File: src/rtl/seg_zext_adder.sv
// Pipelined segmented adder/subtractor: A (A_WIDTH) +/- zero-extended B, one SEG_WIDTH slice per stage.
// Optional macro SEG_ZEXT_ADDER_SAT_EN clamps borrowing subtracts to zero and raises sat.
module seg_zext_adder #(
  parameter int unsigned A_WIDTH   = 35,
  parameter int unsigned B_WIDTH   = 12,
  parameter int unsigned SEG_WIDTH = 12
) (
  input  logic               clk,
  input  logic               rst_n,
  input  logic               in_valid,
  output logic               in_ready,
  input  logic [A_WIDTH-1:0] a,
  input  logic [B_WIDTH-1:0] b,
  input  logic               op,
  output logic               out_valid,
  input  logic               out_ready,
  output logic [A_WIDTH:0]   sum,
  output logic               busy,
  output logic               sat
);

  localparam int unsigned NSEG = (A_WIDTH + SEG_WIDTH - 1) / SEG_WIDTH;
  localparam int unsigned PW   = NSEG * SEG_WIDTH + 1;
  localparam int unsigned LAST = NSEG - 1;

  // Per-stage token: valid, op, carry/borrow out, operands (zero-padded) and partial result.
  logic [NSEG-1:0] v_q, v_d;
  logic [NSEG-1:0] op_q, op_d;
  logic [NSEG-1:0] cb_q, cb_d;
  logic [PW-1:0]   a_q [NSEG];
  logic [PW-1:0]   a_d [NSEG];
  logic [PW-1:0]   b_q [NSEG];
  logic [PW-1:0]   b_d [NSEG];
  logic [PW-1:0]   r_q [NSEG];
  logic [PW-1:0]   r_d [NSEG];

  logic                 advance_c;
  logic                 src_v, src_op, src_cb;
  logic [PW-1:0]        src_a, src_b, src_r;
  logic [SEG_WIDTH-1:0] seg_a, seg_b;
  logic [SEG_WIDTH:0]   seg_t;
  int unsigned          prv;

`ifdef SEG_ZEXT_ADDER_SAT_EN
  logic sat_q, sat_d;
`endif

  // Global stall: the whole pipe moves together whenever the output slot is free or draining.
  assign advance_c = !v_q[LAST] || out_ready;

  always_comb begin
    v_d    = '0;
    op_d   = '0;
    cb_d   = '0;
    src_v  = 1'b0;
    src_op = 1'b0;
    src_cb = 1'b0;
    src_a  = '0;
    src_b  = '0;
    src_r  = '0;
    seg_a  = '0;
    seg_b  = '0;
    seg_t  = '0;
    prv    = 0;
`ifdef SEG_ZEXT_ADDER_SAT_EN
    sat_d  = 1'b0;
`endif
    for (int unsigned k = 0; k < NSEG; k++) begin
      a_d[k] = '0;
      b_d[k] = '0;
      r_d[k] = '0;
    end
    for (int unsigned k = 0; k < NSEG; k++) begin
      prv = (k == 0) ? 0 : k - 1;
      if (k == 0) begin
        src_v  = in_valid;
        src_op = op;
        src_cb = 1'b0;
        src_a  = PW'(a);
        src_b  = PW'(b);
        src_r  = '0;
      end else begin
        src_v  = v_q[prv];
        src_op = op_q[prv];
        src_cb = cb_q[prv];
        src_a  = a_q[prv];
        src_b  = b_q[prv];
        src_r  = r_q[prv];
      end
      // Slice k: carry-in on add, borrow-in on subtract; bit SEG_WIDTH is the carry/borrow out.
      seg_a = SEG_WIDTH'(src_a >> (k * SEG_WIDTH));
      seg_b = SEG_WIDTH'(src_b >> (k * SEG_WIDTH));
      if (src_op)
        seg_t = {1'b0, seg_a} - {1'b0, seg_b} - (SEG_WIDTH + 1)'(src_cb);
      else
        seg_t = {1'b0, seg_a} + {1'b0, seg_b} + (SEG_WIDTH + 1)'(src_cb);
      v_d[k]  = src_v;
      op_d[k] = src_op;
      cb_d[k] = seg_t[SEG_WIDTH];
      a_d[k]  = src_a;
      b_d[k]  = src_b;
      r_d[k]  = src_r;
      r_d[k][k * SEG_WIDTH +: SEG_WIDTH] = seg_t[SEG_WIDTH-1:0];
      if (k == LAST) begin
        // Zero padding above A_WIDTH makes bit A_WIDTH the final carry/borrow in every geometry.
        r_d[k][PW-1] = seg_t[SEG_WIDTH];
`ifdef SEG_ZEXT_ADDER_SAT_EN
        sat_d = src_op && seg_t[SEG_WIDTH];
        if (sat_d) r_d[k] = '0;
`endif
      end
    end
  end

  always_ff @(posedge clk or negedge rst_n) begin
    if (!rst_n) begin
      v_q  <= '0;
      op_q <= '0;
      cb_q <= '0;
      for (int unsigned k = 0; k < NSEG; k++) begin
        a_q[k] <= '0;
        b_q[k] <= '0;
        r_q[k] <= '0;
      end
`ifdef SEG_ZEXT_ADDER_SAT_EN
      sat_q <= 1'b0;
`endif
    end else if (advance_c) begin
      v_q  <= v_d;
      op_q <= op_d;
      cb_q <= cb_d;
      for (int unsigned k = 0; k < NSEG; k++) begin
        a_q[k] <= a_d[k];
        b_q[k] <= b_d[k];
        r_q[k] <= r_d[k];
      end
`ifdef SEG_ZEXT_ADDER_SAT_EN
      sat_q <= sat_d;
`endif
    end
  end

  assign in_ready  = advance_c;
  assign out_valid = v_q[LAST];
  assign busy      = |v_q;
  assign sum       = (A_WIDTH + 1)'(r_q[LAST]);
`ifdef SEG_ZEXT_ADDER_SAT_EN
  assign sat       = sat_q;
`else
  assign sat       = 1'b0;
`endif

endmodule

File: config.mk
export PLATFORM = sky130hd
export DESIGN_NAME = seg_zext_adder
export DESIGN_NICKNAME = d
export VERILOG_FILES = /design/src/rtl/seg_zext_adder.sv
export SDC_FILE = /design/constraint.sdc
export NUM_CORES = 1
export LEC_CHECK = 0
export CORE_MARGIN = 8
export CORE_UTILIZATION = 30
export DETAILED_ROUTE_END_ITERATION = 16
export GPL_ROUTABILITY_DRIVEN = 0
export PLACE_DENSITY = 0.62
export SLEW_MARGIN = 20
export SYNTH_ARGS = -nofsm -noshare
export SYNTH_HDL_FRONTEND = slang
export SYNTH_SLANG_ARGS = --single-unit
File: constraint.sdc
create_clock -name clk -period 4 [get_ports clk]
set_clock_uncertainty 0.15 [all_clocks]
set_input_delay 0.8 -clock clk [delete_from_list [all_inputs] [get_ports clk]]
set_output_delay 0.8 -clock clk [all_outputs]
set_load 0.1 [all_outputs]
==> summary.md <==
| Metric | Value |
|---|---|
| Outcome | finished, final reports clean |
| Clock share of power | 22.5% |
| Yosys top cell area share | 47.5% |
| Avg Synthesized Cell Area | 8.73 um^2 |
| #FFs+latches synth | 113 |
| Die Y | 157 um |
| Vias in the first global route | 4659 |
| Startpoint types | input port |
| Sw power | 3.40 mW |
| Most instantiated cells after synthesis | nand2_1, dfrtp_1, nor2_1 |
| Root Buffer | clkbuf_16 |
| I/O Pins | 92 |
| Detail Placement HPWL | 9370 um |
| Crit Path Category | in2reg |
| Fmax | 291 MHz |
| Ant. Diodes | 0 |
| Post-Route WL | 13200 um |
| Clk Latency, worst-skew pair | 410 ps |
| Cell accounting for the most synthesized area | dfrtp_1 |
| Max transition margin | 32.4% |
| Post-synth EDFFs | 0 |
| Reg power frac | 25.8% |
| Global-route wire length before repair | 22300 um |
| Clock sinks | 113 |
| Min cycle time layout | 3440 ps |
| Fillers | 1982 |
| Core ar. | 19500 um^2 |
| FP Rows | 51 |
| Fin Hold WS | 245 ps |
| Layout area overhead | 31.3% |
| Chip width | 157 um |
| Worst hold path class | in2async |
| Final period util | 86.0% |
| Net Count, Synth | 773 |
| CTS tree | built |
| RSZ-0062 raised after global routing | false |
| Worst EP required | 4120 ps |
| Comb pwr share | 51.7% |
| Final setup fails | 0 |
| # DRC | 0 |
| CTS resizes | 0 |
| YS warnings | 0 |
| TritonCTS buffer count | 17 |
| Initial antenna violation count | 1 |
| Synth area leaders | dfrtp_1, nand2_1, ha_1 |
| Via count | 4746 |
| DRT Pass-1 Iters | 7 |
| Arrival @ worst endpoint | 3560 ps |
| Main synth FF type | dfrtp_1 |
| Critical path endpoint category | register |
| GRT Util Overall | 11.3% |
| Sequential share of the synthesized area | 47.5% |
| Post-synth cell types | 52 |
| Initial Util | 30.6% |
| Clock transition at the registers of the reported paths | 50 ps |
| Cell with the most instances after synthesis | nand2_1 |
| Die area | 24600 um^2 |
| DR WL/cell | 12.6 um |
| Switching share of power | 46.2% |
| CTS Hold Bufs | 0 |
| Actual slew at the worst max-slew pin | 1010 ps |
| Static leakage | 3.63 nW |
| Slew Viols, Final | 0 |
| I/O Buffers | 90 |
| Crit Path Max Fanout | 7 |
| DRT iter0 DRCs | 220 |
| Largest net degree at the start of global routing | 116 |
| Hold Violations, Final | 0 |
| Mapped cell area | 5950 um^2 |
| Post-route setup TNS | 0 ps |
| H-tree depth | 4 |
| Vias per cell | 4.55 |
| Antenna Nets Post-Route | 0 |
| Post-CTS setup buffers | 0 |
| PwrDens | 940 nW/um^2 |
| Final nets | 858 |
| Max cap viols | 0 |
| Share of layout cells above drive strength 1 | 5.78% |
| Mapped Cells | 682 |
| Post-synth ARST share | 100% |
| CTS Buffer Depth | 2 |
| Final Core Density | 40.2% |
| Max VDD drop | 0.286 mV |
| P_int | 3.95 mW |
| Grt total ovfl | 0 |
-- registers in the layout, summed over array words and instances (netlist names) --
name	cells
src_a	11
cb_q	2
sum	36
r_d	12
op_q	2
a_d	23
src_r	24
v_q	3
-- final timing paths --
path / cells after the start / to / slack [ps] / startpoint
max: 12 / r_d[48] / 560 / b[4]
min: 1 / sum[31] / 240 / rst_n
max reg2reg: 8 / src_r[23] / 1060 / op_q[0]
min reg2reg: 2 / sum[19] / 310 / sum[19]
max in group asynchronous: 2 / r_d[47] / 2680 / rst_n
min in group clk: 2 / sum[19] / 310 / sum[19]
-- through the flow --
step                      instances  instance area [um^2]  power, mW  setup WS, ps
after global placement         1013                  7160       5.71           226
after detailed placement       1013                  7160       5.76           159
after global routing           1044                  7820       7.85           339
final                          1044                  7820       7.35           560
after floorplan                 682                  5950       4.83           509
after CTS                      1044                  7820       7.45           602
-- per-layer routing --
metal / share of wire, % / track usage [%] / routed length (um) / up-vias
met3: 5.2 / 3.59 / 685 / 15
met4: 1.1 / 3.43 / 140 / 2
met2: 46 / 18.4 / 6130 / 81
li1: - / - / - / 2441
met5: 0.099 / 0 / 13 / -
met1: 47 / 13.9 / 6230 / 2207
-- worst max-delay path, cell delays in order --
cell	delay (ps)
clkdlybuf4s50_1	470
or3_4	420
and4bb_4	350
nor2_1	60
xnor2_1	120
ha_1	370
a21o_1	230
a21o_1	180
a21oi_1	230
nand2_1	80
o221ai_1	180
a211oi_1	70
-- kinds of logic (layout without fill, tap and decap cells) --
logic type      count (synthesis)  in the layout  synth area share [%]
fa+ha+maj                      39             39                  8.58
compound gates                117            117                  13.0
simple gates                  333            333                  23.1
other cells                     1              1                0.0630
buf+inv                        48            145                  3.09
mux                             2              2                 0.336
flops                         113            113                  47.5
xor+xnor                       29             29                  4.27
-- layout by cell type (no fill, tap or decap), types with 8 or more instances in the layout --
| cell | count |
|---|---|
| a21oi_1 | 31 |
| clkbuf_16 | 17 |
| inv_1 | 18 |
| nor2_1 | 44 |
| dfrtp_1 | 113 |
| ha_1 | 36 |
| a21o_1 | 10 |
| xnor2_1 | 25 |
| nand2b_1 | 10 |
| nor3_1 | 13 |
| o21ai_0 | 27 |
| o31ai_1 | 8 |
| nand2_1 | 241 |
| clkdlybuf4s50_1 | 88 |
-- power by group through the flow --
| stage | Sequential (mW) | Combinational (mW) | Clock, mW |
|---|---|---|---|
| detailed placement | 1.92 | 3.84 | 0 |
| global route | 1.97 | 4.14 | 1.75 |
| floorplan | 3.23 | 1.60 | 0 |
| global placement | 1.91 | 3.80 | 0 |
| finish | 1.90 | 3.80 | 1.65 |
| CTS | 1.91 | 3.85 | 1.70 |
-- cell type report --
class | count | area, um^2 | share of cell area (%)
Multi-Input combinational cell | 521 | 2950 | 37.7
Sequential cell | 113 | 2830 | 36.2
Timing Repair Buffer | 95 | 983 | 12.6
Clock buffer | 21 | 470 | 6.02
Tap cell | 265 | 332 | 4.24
Clock inverter | 10 | 181 | 2.32
Inverter | 19 | 72.6 | 0.929
No activity file was read; power rests on OpenSTA's default activity.
